[config.mk]
export PLATFORM = sky130hd
export DESIGN_NAME = regfile_uart_ctrl
export DESIGN_NICKNAME = d
export VERILOG_FILES = /design/src/rtl/psd_uart_pkg.sv /design/src/rtl/sat_counter8.sv /design/src/rtl/regfile_uart_ctrl.sv
export SDC_FILE = /design/constraint.sdc
export NUM_CORES = 1
export LEC_CHECK = 0
export ABC_AREA = 1
export CAP_MARGIN = 10
export CORE_MARGIN = 2
export CORE_UTILIZATION = 50
export CTS_CLUSTER_DIAMETER = 80
export DETAILED_ROUTE_END_ITERATION = 16
export GPL_TIMING_DRIVEN = 0
export PLACE_DENSITY = 0.89
export SETUP_SLACK_MARGIN = 0.5
export SLEW_MARGIN = 15
export SYNTH_ARGS = -nofsm -noshare
export SYNTH_HDL_FRONTEND = slang
export SYNTH_SLANG_ARGS = --single-unit
[constraint.sdc]
create_clock -name clk -period 1.79 [get_ports clk]
set_input_delay 0.358 -clock clk [delete_from_list [all_inputs] [get_ports clk]]
set_output_delay 0.358 -clock clk [all_outputs]
set_load 0.01 [all_outputs]
[src/rtl/psd_uart_pkg.sv]
// Shared packet layout, FSM state encoding and parity helpers for the
// UART-to-regfile command path.
package psd_uart_pkg;

    localparam int PAR_BIT  = 17;
    localparam int ADDR_MSB = 16;
    localparam int ADDR_LSB = 9;
    localparam int DATA_MSB = 8;
    localparam int DATA_LSB = 1;
    localparam int WRB_BIT  = 0;

    typedef struct packed {
        logic       parity;
        logic [7:0] addr;
        logic [7:0] data;
        logic       wrb;
    } uart_pkt_t;

    typedef enum logic [3:0] {
        ST_IDLE,
        ST_UNLOAD,
        ST_CAPTURE,
        ST_DECODE,
        ST_WRITE,
        ST_READ,
        ST_READ_WAIT,
        ST_TX_WAIT,
        ST_TX_LOAD,
        ST_TX_ACK
    } ctrl_state_t;

    // Parity bit that makes the whole 18-bit packet carry an odd number of ones.
    function automatic logic odd_parity(input logic [16:0] bits);
        return ~^bits;
    endfunction

    function automatic uart_pkt_t build_pkt(input logic [7:0] addr,
                                            input logic [7:0] data,
                                            input logic       wrb);
        uart_pkt_t p;
        p.addr   = addr;
        p.data   = data;
        p.wrb    = wrb;
        p.parity = odd_parity({addr, data, wrb});
        return p;
    endfunction

endpackage

[src/rtl/sat_counter8.sv]
// 8-bit event counter that sticks at 8'hFF instead of wrapping.
module sat_counter8 (
    input  logic       clk,
    input  logic       reset,
    input  logic       clr,
    input  logic       inc,
    output logic [7:0] count
);

    always_ff @(posedge clk) begin
        if (reset || clr) begin
            count <= '0;
        end else if (inc && (count != 8'hFF)) begin
            count <= count + 8'd1;
        end
    end

endmodule

[src/rtl/regfile_uart_ctrl.sv]
// Command sequencer: unloads UART packets, validates them, performs the
// regfile access and returns read data (and write echoes) through uart_tx.
//
// state        | meaning
// IDLE         | waiting for uart_rx to hold a packet
// UNLOAD       | unload strobe to uart_rx, packet captured at end of cycle
// CAPTURE      | parity and address range evaluated
// DECODE       | reject (count error) or dispatch to WRITE / READ
// WRITE        | one-cycle regfile write enable
// READ         | address presented to the regfile
// READ_WAIT    | registered read data returns, response built
// TX_WAIT      | waiting for uart_tx to go idle
// TX_LOAD      | one-cycle load strobe to uart_tx
// TX_ACK       | waiting for uart_tx to report busy, bounded by a timer
module regfile_uart_ctrl
    import psd_uart_pkg::*;
#(
    parameter int NUMREGS        = 32,
    parameter int ECHO_WRITES    = 1,
    parameter int TX_ACK_TIMEOUT = 64
) (
    input  logic        clk,
    input  logic        reset,
    input  logic [17:0] rx_data,
    input  logic        rx_empty,
    output logic        uld_rx_data,
    input  logic        tx_busy,
    output logic        ld_tx_data,
    output logic [17:0] tx_data,
    output logic [7:0]  reg_addr,
    output logic [7:0]  reg_wdata,
    output logic        reg_we,
    input  logic [7:0]  reg_rdata,
    output logic [7:0]  parity_err_cnt,
    output logic [7:0]  addr_err_cnt,
    output logic [7:0]  tx_timeout_cnt,
    output logic        busy
);

    localparam int TW = $clog2(TX_ACK_TIMEOUT + 1);

    ctrl_state_t state, state_nxt;
    uart_pkt_t   pkt, tx_pkt;
    logic        par_ok, addr_ok;
    logic [TW-1:0] ack_timer;
    logic        inc_par, inc_addr, inc_tmo;

    always_ff @(posedge clk) begin
        if (reset) begin
            state     <= ST_IDLE;
            pkt       <= '0;
            tx_pkt    <= '0;
            par_ok    <= 1'b0;
            addr_ok   <= 1'b0;
            ack_timer <= '0;
        end else begin
            state <= state_nxt;
            case (state)
                ST_UNLOAD: begin
                    pkt.parity <= rx_data[PAR_BIT];
                    pkt.addr   <= rx_data[ADDR_MSB:ADDR_LSB];
                    pkt.data   <= rx_data[DATA_MSB:DATA_LSB];
                    pkt.wrb    <= rx_data[WRB_BIT];
                end
                ST_CAPTURE: begin
                    par_ok  <= (pkt.parity == odd_parity(pkt[16:0]));
                    addr_ok <= (32'(pkt.addr) < NUMREGS);
                end
                ST_WRITE:     tx_pkt <= build_pkt(pkt.addr, pkt.data, 1'b0);
                ST_READ_WAIT: tx_pkt <= build_pkt(pkt.addr, reg_rdata, 1'b1);
                // Timer spans exactly TX_ACK_TIMEOUT cycles of TX_ACK.
                ST_TX_LOAD:   ack_timer <= TW'(TX_ACK_TIMEOUT - 1);
                ST_TX_ACK: begin
                    if (ack_timer != '0) begin
                        ack_timer <= ack_timer - TW'(1);
                    end
                end
                default: ;
            endcase
        end
    end

    always_comb begin
        state_nxt   = state;
        uld_rx_data = 1'b0;
        ld_tx_data  = 1'b0;
        reg_we      = 1'b0;
        inc_par     = 1'b0;
        inc_addr    = 1'b0;
        inc_tmo     = 1'b0;
        case (state)
            ST_IDLE:      if (!rx_empty) state_nxt = ST_UNLOAD;
            ST_UNLOAD: begin
                uld_rx_data = 1'b1;
                state_nxt   = ST_CAPTURE;
            end
            ST_CAPTURE:   state_nxt = ST_DECODE;
            ST_DECODE: begin
                // Parity is judged first, so a doubly bad packet only counts once.
                if (!par_ok) begin
                    inc_par   = 1'b1;
                    state_nxt = ST_IDLE;
                end else if (!addr_ok) begin
                    inc_addr  = 1'b1;
                    state_nxt = ST_IDLE;
                end else if (pkt.wrb) begin
                    state_nxt = ST_READ;
                end else begin
                    state_nxt = ST_WRITE;
                end
            end
            ST_WRITE: begin
                reg_we    = 1'b1;
                state_nxt = (ECHO_WRITES != 0) ? ST_TX_WAIT : ST_IDLE;
            end
            ST_READ:      state_nxt = ST_READ_WAIT;
            ST_READ_WAIT: state_nxt = ST_TX_WAIT;
            ST_TX_WAIT:   if (!tx_busy) state_nxt = ST_TX_LOAD;
            ST_TX_LOAD: begin
                ld_tx_data = 1'b1;
                state_nxt  = ST_TX_ACK;
            end
            ST_TX_ACK: begin
                if (tx_busy) begin
                    state_nxt = ST_IDLE;
                end else if (ack_timer == '0) begin
                    inc_tmo   = 1'b1;
                    state_nxt = ST_IDLE;
                end
            end
            default:      state_nxt = ST_IDLE;
        endcase
    end

    assign reg_addr  = pkt.addr;
    assign reg_wdata = pkt.data;
    assign tx_data   = tx_pkt;
    assign busy      = (state != ST_IDLE);

    sat_counter8 u_par_cnt (
        .clk   (clk),
        .reset (reset),
        .clr   (1'b0),
        .inc   (inc_par),
        .count (parity_err_cnt)
    );

    sat_counter8 u_addr_cnt (
        .clk   (clk),
        .reset (reset),
        .clr   (1'b0),
        .inc   (inc_addr),
        .count (addr_err_cnt)
    );

    sat_counter8 u_tmo_cnt (
        .clk   (clk),
        .reset (reset),
        .clr   (1'b0),
        .inc   (inc_tmo),
        .count (tx_timeout_cnt)
    );

endmodule

==> metrics <==
required time worst endpoint=2.08 ns; relative slew slack=65.0%; Clock power frac=32.7%; Critical Path Start Type=flop; cell area after synthesis=0.00385 mm²; Synth area leaders=dfxtp_1 (38%), nand2_1 (17%), inv_1 (8.7%); Final min period=2.08 ns; CTS H-tree lvls=3; Comb power frac=32.2%; die width=91.7 µm; total iterations of the first detailed-routing run=13; vias per cell=6.74; gr usage total=36.9%; Maximum Capacitance Violations=0; setup total negative slack=-1.95 ns; CORE AREA=0.00737 mm²; initial DRC count=894; Worst setup endpoint=tx_data[17]; RSZ-0062 raised after global routing=yes; Worst IR Drop VDD=0.000590 V; Initial Util=52.2%; failing checks=negative setup slack; Critical Path Source=reg_wdata[6]; clk_lat worst skew=0.39 ns; crit share post-route=116%; Switching Share=37.5%; GP Congestion=0.903; Power Dens Cells=755 mW/mm²; antenna cells=0; Final WS setup=-0.291 ns; Critical R2R Launch=reg_wdata[6]; CTS tree=done; r2r setup slk=-0.29 ns; Clk pin slew, worst setup/hold paths=0.09 ns; DIE HEIGHT=91.7 µm; Final ANT Viol Nets=0; layout cells sized above 1=54.2%; worst reg2reg path depth=16; first-pass GRT wire length=24.3 mm; top_reg_cell synth=dfxtp_1; total gr overflow=0; post-route DRC violation count=0; fin cells=869; Synth Warn #=0; Switching Power=1.92 mW; syn_nets=613; Power, Total=5.11 mW; Synth async-reset ratio=0%; via count=5853; fmax=0.481 GHz; WP data arrival=2.37 ns; I/O Buffers=91; clock root buffer=clkbuf_8; Internal Pwr Total=3.19 mW; CP endpoint kind=flop; IO Count=92; initial antenna violation count=2; Worst R2R End=tx_data[17]; Final Hold Viols=0; WL/cell=25.7 µm; #FFs+latches synth=73; largest net degree at the start of global routing=13; Post-DP HPWL=8.04 mm; Final Setup Violations=15; Leak=3.29 nW; die area=0.00841 mm²; fin nets=800; area share of the largest cell type after synthesis=38.0%; Core Rows=31; Post-Synthesis Cells=578; Clock Tree Buf Depth=2; status=finished, violations left; Least-Margin Pin Slew=0.523 ns; placed cell count=768; Crit Path Max Fanout=3; final clock skew=0.0153 ns; Hold/Removal Path Class=flop to flop; post-synth top area cell=dfxtp_1; CTS buffer count=9; vias in the first global route=5051; Area Overhead vs Synth=75.7%; Sink Count=73; unique cell type count in the Yosys netlist=37; max-slew violations=0; sequential share of power=35.1%; Setup CP Type=flop to flop; Placed Area=0.00499 mm²; number of synthesized flops with an enable pin=0; Finished Cell Area=0.00676 mm²; Mean Syn Cell Area=6.66 µm²; post-synthesis sequential area ratio=38.0%; WL final=22.4 mm
sequential cells by signal, summed over array words and instances (netlist names):
signal,cells
par_ok,1
reg_wdata,8
u_tmo_cnt.count,8
u_addr_cnt.count,8
reg_addr,8
state,4
tx_data,18
ack_timer,7
u_par_cnt.count,8
addr_ok,1
pkt,2
power groups by stage:
| stage | sequential [mW] | combinational (mW) | clock [mW] |
|---|---|---|---|
| detailed placement | 1.79 | 0.917 | 0 |
| global route | 1.79 | 1.68 | 1.68 |
| global placement | 1.79 | 0.880 | 0 |
| finish | 1.79 | 1.64 | 1.67 |
| CTS | 1.77 | 1.09 | 1.51 |
| floorplan | 1.78 | 0.598 | 0 |
routing by layer:
layer / GRT usage (%) / wire, µm / share of wire (%) / vias up
met4: 28.6 / 2780 / 12 / 2
met5: 0.641 / 6 / 0.027 / -
met2: 64.2 / 9730 / 44 / 737
met1: 37.5 / 6770 / 30 / 2559
met3: 9.53 / 3080 / 14 / 348
li1: - / - / - / 2207
worst max-delay path: stages (launching register included):
cell     delay [ns]
dfxtp_2        0.34
inv_1          0.12
nand2_1        0.10
nand2_1        0.15
inv_1          0.06
nand2_1        0.16
nand2_2        0.12
inv_2          0.11
nand2_1        0.08
nand2_1        0.10
nand2_1        0.11
nand3_2        0.12
nand2_2        0.09
nand2_1        0.11
nand3_1        0.08
nand2_1        0.08
inv_1          0.04
cell usage after synthesis, types with 2 or more instances:
cell / count
ha_1: 5
nand4_1: 3
o221ai_1: 8
xor2_1: 6
nor2_1: 30
inv_2: 3
clkinv_1: 3
a21oi_1: 49
nand2_2: 2
inv_1: 89
nand3_2: 4
nor3_1: 5
nor3_2: 3
xnor2_1: 2
o21ai_0: 45
a31oi_1: 2
nand3_1: 21
o21ai_1: 3
nand2_1: 170
nor4_1: 5
nor3b_1: 4
clkbuf_1: 10
nor2_2: 5
dfxtp_1: 73
buf_4: 16
cell type report:
class	count	area (µm²)
buffer	28	283
clock buffer	12	155
clock inverter	4	73.8
fill	259	608
inverter	96	408
multi-input combinational	381	2620
sequential	73	1570
tap	99	124
timing repair buffer	176	1530
layout by cell type (no fill, tap or decap), types with 3 or more instances in the layout:
cell	n
nand3_4	3
dfxtp_1	11
o21ai_2	18
o221ai_1	8
buf_2	35
nor2_2	4
o21ai_1	17
nand2_2	28
nand3_1	11
nand3_2	11
nand2_1	129
nor2_1	18
o21ai_4	3
buf_4	58
nor3_1	4
nor4_4	4
a21oi_4	4
nor2_4	13
nand4_1	3
nand2_4	13
clkbuf_4	4
dlygate4sd2_1	6
inv_2	20
dfxtp_2	48
inv_6	4
nor3_4	5
clkbuf_2	5
a21oi_2	11
a21oi_1	34
ha_4	3
clkbuf_8	11
inv_4	5
buf_6	68
o21ai_0	10
inv_1	65
xor2_1	5
dfxtp_4	14
clkdlybuf4s50_1	22
timing repair:
action	in CTS	in global routing
gates resized for setup	413	216
setup buffers	51	32
hold endpoints to repair	0	0
gates cloned	1	1
hold buffers	0	0
setup endpoints to repair	131	131
pin swaps	31	34
worst min path at each step:
stage                     slack (ns)                from                  to  depth (start not counted)
after detailed placement        0.45  u_par_cnt.count[4]  u_par_cnt.count[4]                          2
after CTS                       0.46  u_tmo_cnt.count[4]  u_tmo_cnt.count[4]                          2
after floorplan                 0.44        ack_timer[0]        ack_timer[0]                          2
final                           0.50  u_par_cnt.count[7]  u_par_cnt.count[7]                          2
after global placement          0.43  u_par_cnt.count[4]  u_par_cnt.count[4]                          2
after global routing            0.51  u_par_cnt.count[7]  u_par_cnt.count[7]                          2
cell families after synthesis:
group | Yosys count | share of synthesized area, %
xor gates and xnor gates | 8 | 1.82
and+or+nand+nor | 256 | 29.0
adders and majority gates | 5 | 1.63
DFF | 73 | 38.0
buffers and inverters | 124 | 13.7
AOI/OAI and AO/OA | 112 | 15.8
per-stage QoR:
step / hold slack, ns / setup WS, ns / utilization, %
6_report: 0.500 / -0.291 / 91.7
5_1_grt: 0.511 / -0.341 / 91.7
4_1_cts: 0.456 / 0.227 / 82.3
3_5_place_dp: 0.449 / -0.199 / 67.8
2_1_floorplan: 0.444 / 0.411 / -
3_3_place_gp: 0.434 / -0.176 / 67.8
No activity file was read; power rests on OpenSTA's default activity.
==> variant 1: new RTL, same flow settings <==
Change the parameter `TX_ACK_TIMEOUT` from 64 to 128.
--- a/src/rtl/regfile_uart_ctrl.sv
+++ b/src/rtl/regfile_uart_ctrl.sv
@@ -19,3 +19,3 @@
     parameter int ECHO_WRITES    = 1,
-    parameter int TX_ACK_TIMEOUT = 64
+    parameter int TX_ACK_TIMEOUT = 128
 ) (
Check against the original RTL: same outputs for any inputs over 10 cycles, from zero or initial values and one cycle with reset high; that may be too few to reach the edited logic, so the function may still have changed.
==> variant 1 against the unedited design <==
The flow still finishes with violations (setup timing); count of clock-buffer cells in the layout rose by 2; die area rose by 1.1%; global-route usage fell by 6.1 points; power fell by 7.3%; design area rose by 0.96%; wire length fell by 12%; sequential cell count rose by 1; critical path depth fell by 5; clock power fell by 26%; setup slack improved by 180 ps; synthesized area rose by 1.2%; largest power group unchanged.
==> variant 1: results (changes against the unedited design) <==
* P_leak at 3.16 nW (-3.9%)
* Cell class contributing the biggest share of worst-path delay: simple AND/OR/NAND/NOR gates
* Pin count of the biggest net entering global routing at 12 (-1)
* Post-synthesis share of cell area spent on xor and xnor gates at 1.35% (-0.47 points)
* Hold WC Path Type: reg -> reg
* Instance area after placement at 0.00510 mm^2 (+2.0%)
* Final RePlAce weighted congestion at 0.864 (-4.4%)
* Clock skew after layout at 17.0 ps (+1.68 ps)
* Antenna diodes at 0 (unchanged)
* Max IR drop VDD at 505 uV (-14%)
* Worst Hold Path EP: u_tmo_cnt.count[4]
* Global Route Usage Sum at 30.8% (-6.1 points)
* Bufs on Longest Clock Path at 2 (unchanged)
* Maximum net fanout on the critical path at 7 (+4)
* Accumulated negative setup slack at -254 ps (+1700 ps)
* Biggest area contributors in the synthesized netlist: sky130_fd_sc_hd__dfxtp_1, sky130_fd_sc_hd__nand2_1, sky130_fd_sc_hd__inv_1
* Reg-to-Reg Start: state[2]
* Data arrival time of the critical path at 2170 ps (-200 ps)
* Largest incremental delay on the critical path at 400 ps (+60 ps)
* Commonest cells post-synth: sky130_fd_sc_hd__nand2_1, sky130_fd_sc_hd__inv_1, sky130_fd_sc_hd__dfxtp_1, sky130_fd_sc_hd__o21ai_0, sky130_fd_sc_hd__a21oi_1
* Outcome: complete, but fails checks
* Total nets after synthesis at 620 (+1.1%)
* Slowest library cell on the worst path: sky130_fd_sc_hd__dfxtp_4
* Share of the synthesized area in compound gates (AO/OA/AOI/OAI) at 16.4% (+0.59 points)
* Wire length of the first global-routing pass at 20800 um (-14%)
* Post-Synth Adder-Cell Area at 1.61% (-0.019 points)
* # placed instances at 778 (+1.3%)
* Worst-margin pin slew at 702 ps (+178 ps)
* Violation count after the first detailed-route iteration at 542 (-39%)
* Sequential element share of the synthesized area at 38.1% (+0.075 points)
* Routed wirelength normalized by instance count at 22.2 um (-14%)
* Register-to-Register Path Depth at 11 (-5)
* Clk_lat worst skew at 380 ps
* Number of standard cells after synthesis at 585 (+1.2%)
* Final Hold Slack at 467 ps (-33.1 ps)
* Failing checks: setup timing
* Reg-to-reg critical path endpoint: ack_timer[6]
* Unique cell type count in the Yosys netlist at 36 (-2.7%)
* Placement-stage worst setup slack at -175 ps (+24.2 ps)
* Final setup viols at 9 (-6)
* Setup ws final at -106 ps (+184 ps)
* Initial antenna violation count at 0 (-2)
* # port buffers at 91 (unchanged)
* Vias at 5527 (-5.6%)
* Number of flip-flops in the largest register at 18 (unchanged)
* Fraction of final layout cells sized beyond drive strength 1 at 56.5% (+2.3 points)
* Filler-free cell count of the finished design at 890 (+2.4%)
* Power Dens Cells at 693 mW/mm^2 (-8.2%)
* Via count of the first global-routing pass at 4658 (-7.8%)
* Critical Path Sink Type: flip-flop
* Number of iterations in the first detailed-routing pass at 7 (-6)
* Final-stage net count at 818 (+2.3%)
* Start point of the worst min-delay path: u_tmo_cnt.count[4]
* Dpl hpwl at 7730 um (-3.8%)
variant 1: report_power, final:
part / total (mW) / internal (mW) / switching, mW
Combinational: 1.66 / 0.715 / 0.949
Clock: 1.24 / 0.543 / 0.697
Sequential: 1.83 / 1.72 / 0.112
variant 1: routing by layer:
| layer | part of all wire [%] | track usage (%) | routed length [um] |
|---|---|---|---|
| met5 | 0 | 0 | 0 |
| met4 | 9.2 | 19.9 | 1810 |
| met3 | 11 | 4.93 | 2110 |
| met2 | 46 | 56.1 | 9160 |
| met1 | 34 | 32.8 | 6670 |
variant 1: final cells by class:
type	instances	area [um^2]
clock buffers	14	153
clock inverters	2	12.5
well taps	102	128
multi-input cells	384	2560
flip-flops and latches	74	1590
fillers	312	821
plain buffers	29	283
inverters	98	403
repair buffers	187	1690
variant 1: what timing repair did:
| action | in CTS | in global routing |
|---|---|---|
| pin swaps | 37 | 52 |
| gates resized for setup | 449 | 167 |
| setup buffers | 62 | 33 |
| cloned | 0 | 1 |
| endpoints found under the setup margin | 136 | 117 |
==> variant 2: new RTL, same flow settings <==
Made on the original files. Put a register stage on the output `addr_err_cnt`, without a reset. The value now appears one clock later. The other outputs are not delayed to match.
--- a/src/rtl/regfile_uart_ctrl.sv
+++ b/src/rtl/regfile_uart_ctrl.sv
@@ -40,2 +40,4 @@
     localparam int TW = $clog2(TX_ACK_TIMEOUT + 1);
+
+    logic [7:0] addr_err_cnt_d;
 
@@ -152,3 +154,3 @@
         .inc   (inc_addr),
-        .count (addr_err_cnt)
+        .count (addr_err_cnt_d)
     );
@@ -163,2 +165,6 @@
 
+    always_ff @(posedge clk) begin
+        addr_err_cnt <= addr_err_cnt_d;
+    end
+
 endmodule
Check against the original RTL: not equivalent (a bounded check fails within 10 cycles, from zero or initial values and one cycle with reset high).
==> variant 2 against the unedited design <==
The flow still finishes with violations (setup timing); critical path type unchanged; sequential cell count is 8 higher; sequential share of layout area increased by 0.76 points; die area rose by 2.2%; power down 1.5%; synthesized area is 2.3% higher; design area increased by 6.2%; via count fell by 3.9%; wire length fell by 6.4%; count of clock-buffer cells in the layout decreased by 3; hold slack worse by 140 ps; first-iteration DRC count down 23%; setup slack improved by 190 ps; synthesized cell count is 1.4% lower; critical path depth fell by 1.
==> variant 2: results (changes against the unedited design) <==
* Outcome: complete, but fails checks
* Failing checks: setup timing
* Final setup viols at 6 (-9)
* Wire length of the first global-routing pass at 22500 um (-7.5%)
* Final-stage net count at 804 (+0.50%)
* Dpl hpwl at 7690 um (-4.3%)
* Number of buffers and inverters on the critical path at 3 (-1)
* Share of the synthesized area in compound gates (AO/OA/AOI/OAI) at 16.7% (+0.91 points)
* Total nets after synthesis at 605 (-1.3%)
* Hold WC Path Type: in -> reg
* Data arrival time of the critical path at 2180 ps (-190 ps)
* Warnings, synthesis at 0 (unchanged)
* Via count of the first global-routing pass at 4771 (-5.5%)
* Number of iterations in the first detailed-routing pass at 10 (-3)
* # port buffers at 90 (-1.1%)
* P_leak at 3.36 nW (+2.1%)
* Violation count after the first detailed-route iteration at 692 (-23%)
* Largest incremental delay on the critical path at 370 ps (+30 ps)
* Clock skew after layout at 14.3 ps (-0.983 ps)
* Pin count of the biggest net entering global routing at 17 (+4)
* Global Route Usage Sum at 32.9% (-4.0 points)
* Unique cell type count in the Yosys netlist at 36 (-2.7%)
* Fraction of final layout cells sized beyond drive strength 1 at 58.4% (+4.2 points)
* Setup ws final at -102 ps (+188 ps)
* Clock transition at the registers of the reported paths at 110 ps (+20 ps)
* Commonest cells post-synth: sky130_fd_sc_hd__nand2_1, sky130_fd_sc_hd__dfxtp_1, sky130_fd_sc_hd__inv_1, sky130_fd_sc_hd__a21oi_1, sky130_fd_sc_hd__o21ai_0
* Max IR drop VDD at 599 uV (+1.5%)
* Biggest area contributors in the synthesized netlist: sky130_fd_sc_hd__dfxtp_1, sky130_fd_sc_hd__nand2_1, sky130_fd_sc_hd__inv_1
* Post-Synth Adder-Cell Area at 1.59% (-0.037 points)
* Final RePlAce weighted congestion at 0.899 (-0.49%)
* Routed wirelength normalized by instance count at 23.9 um (-7.1%)
* Sequential element share of the synthesized area at 41.2% (+3.2 points)
==> variant 2: cell count changes after synthesis, moves of 3 or more <==
cell / change
sky130_fd_sc_hd__clkinv_1: -3
sky130_fd_sc_hd__dfxtp_1: +8
sky130_fd_sc_hd__inv_1: -13
sky130_fd_sc_hd__inv_2: +10
sky130_fd_sc_hd__nand2_1: -16
sky130_fd_sc_hd__nand3_2: -4
sky130_fd_sc_hd__o21ai_0: +3
sky130_fd_sc_hd__xor2_1: -3
==> variant 2: kinds of logic (layout without fill, tap and decap cells) <==
family | Yosys count | count (layout)
and+or+nand+nor | 240 | 240
AOI/OAI and AO/OA | 120 | 120
buffers and inverters | 118 | 322
DFF | 81 | 81
xor gates and xnor gates | 6 | 6
adders and majority gates | 5 | 5
==> variant 2: cell type report <==
| type | count | area (um^2) |
|---|---|---|
| Inverter | 89 | 387 |
| Fill cell | 241 | 504 |
| Timing Repair Buffer | 187 | 1760 |
| Buffer | 29 | 315 |
| Timing Repair inverter | 1 | 7.51 |
| Clock inverter | 7 | 61.3 |
| Clock buffer | 9 | 124 |
| Tap cell | 102 | 128 |
| Multi-Input combinational cell | 371 | 2680 |
| Sequential cell | 81 | 1730 |
==> variant 2: worst paths after layout <==
path / startpoint / end / slack (ps) / cells past startpoint
hold reg to reg: u_addr_cnt.count[3] / addr_err_cnt[3] / 390 / 0
setup reg to reg: reg_wdata[5] / tx_data[17] / -100 / 15
hold / removal: reset / u_addr_cnt.count[2] / 360 / 2
setup / recovery: reg_wdata[5] / tx_data[17] / -100 / 15
==> variant 2: repair_timing <==
action / CTS / global route
resized for setup: 455 / 211
hold endpoints to repair: 0 / 0
pin swaps: 43 / 46
buffers inserted: 61 / 33
setup endpoints to repair: 132 / 122
gates cloned: 2 / 2
==> variant 2: metal layers <==
metal,part of all wire (%),up-vias,track usage (%),wire (um)
met1,33,2516,36.1,6860
met4,11,0,18.3,2220
met2,45,627,60.2,9520
li1,-,2233,-,-
met3,11,247,5.13,2350
met5,0,-,0,0
==> variant 2: through the flow <==
| step | cell area [um^2] | std cells | util [%] | setup TNS (ps) | setup WS (ps) |
|---|---|---|---|---|---|
| after detailed placement | 5070 | 762 | 66.0 | -477 | -348 |
| after global routing | 7180 | 876 | 93.4 | -616 | -184 |
| after global placement | 5070 | 762 | 66.0 | -362 | -326 |
| after CTS | 6390 | 841 | 83.1 | 0 | 104 |
| after floorplan | 4040 | 570 | - | 0 | 326 |
| final | 7180 | 876 | 93.4 | -347 | -102 |
==> variant 2: power by group <==
group	switching, mW	total, mW	internal (mW)
registers	0.108	1.98	1.87
logic	0.970	1.70	0.730
clock network	0.821	1.35	0.529
total	1.90	5.03	3.13
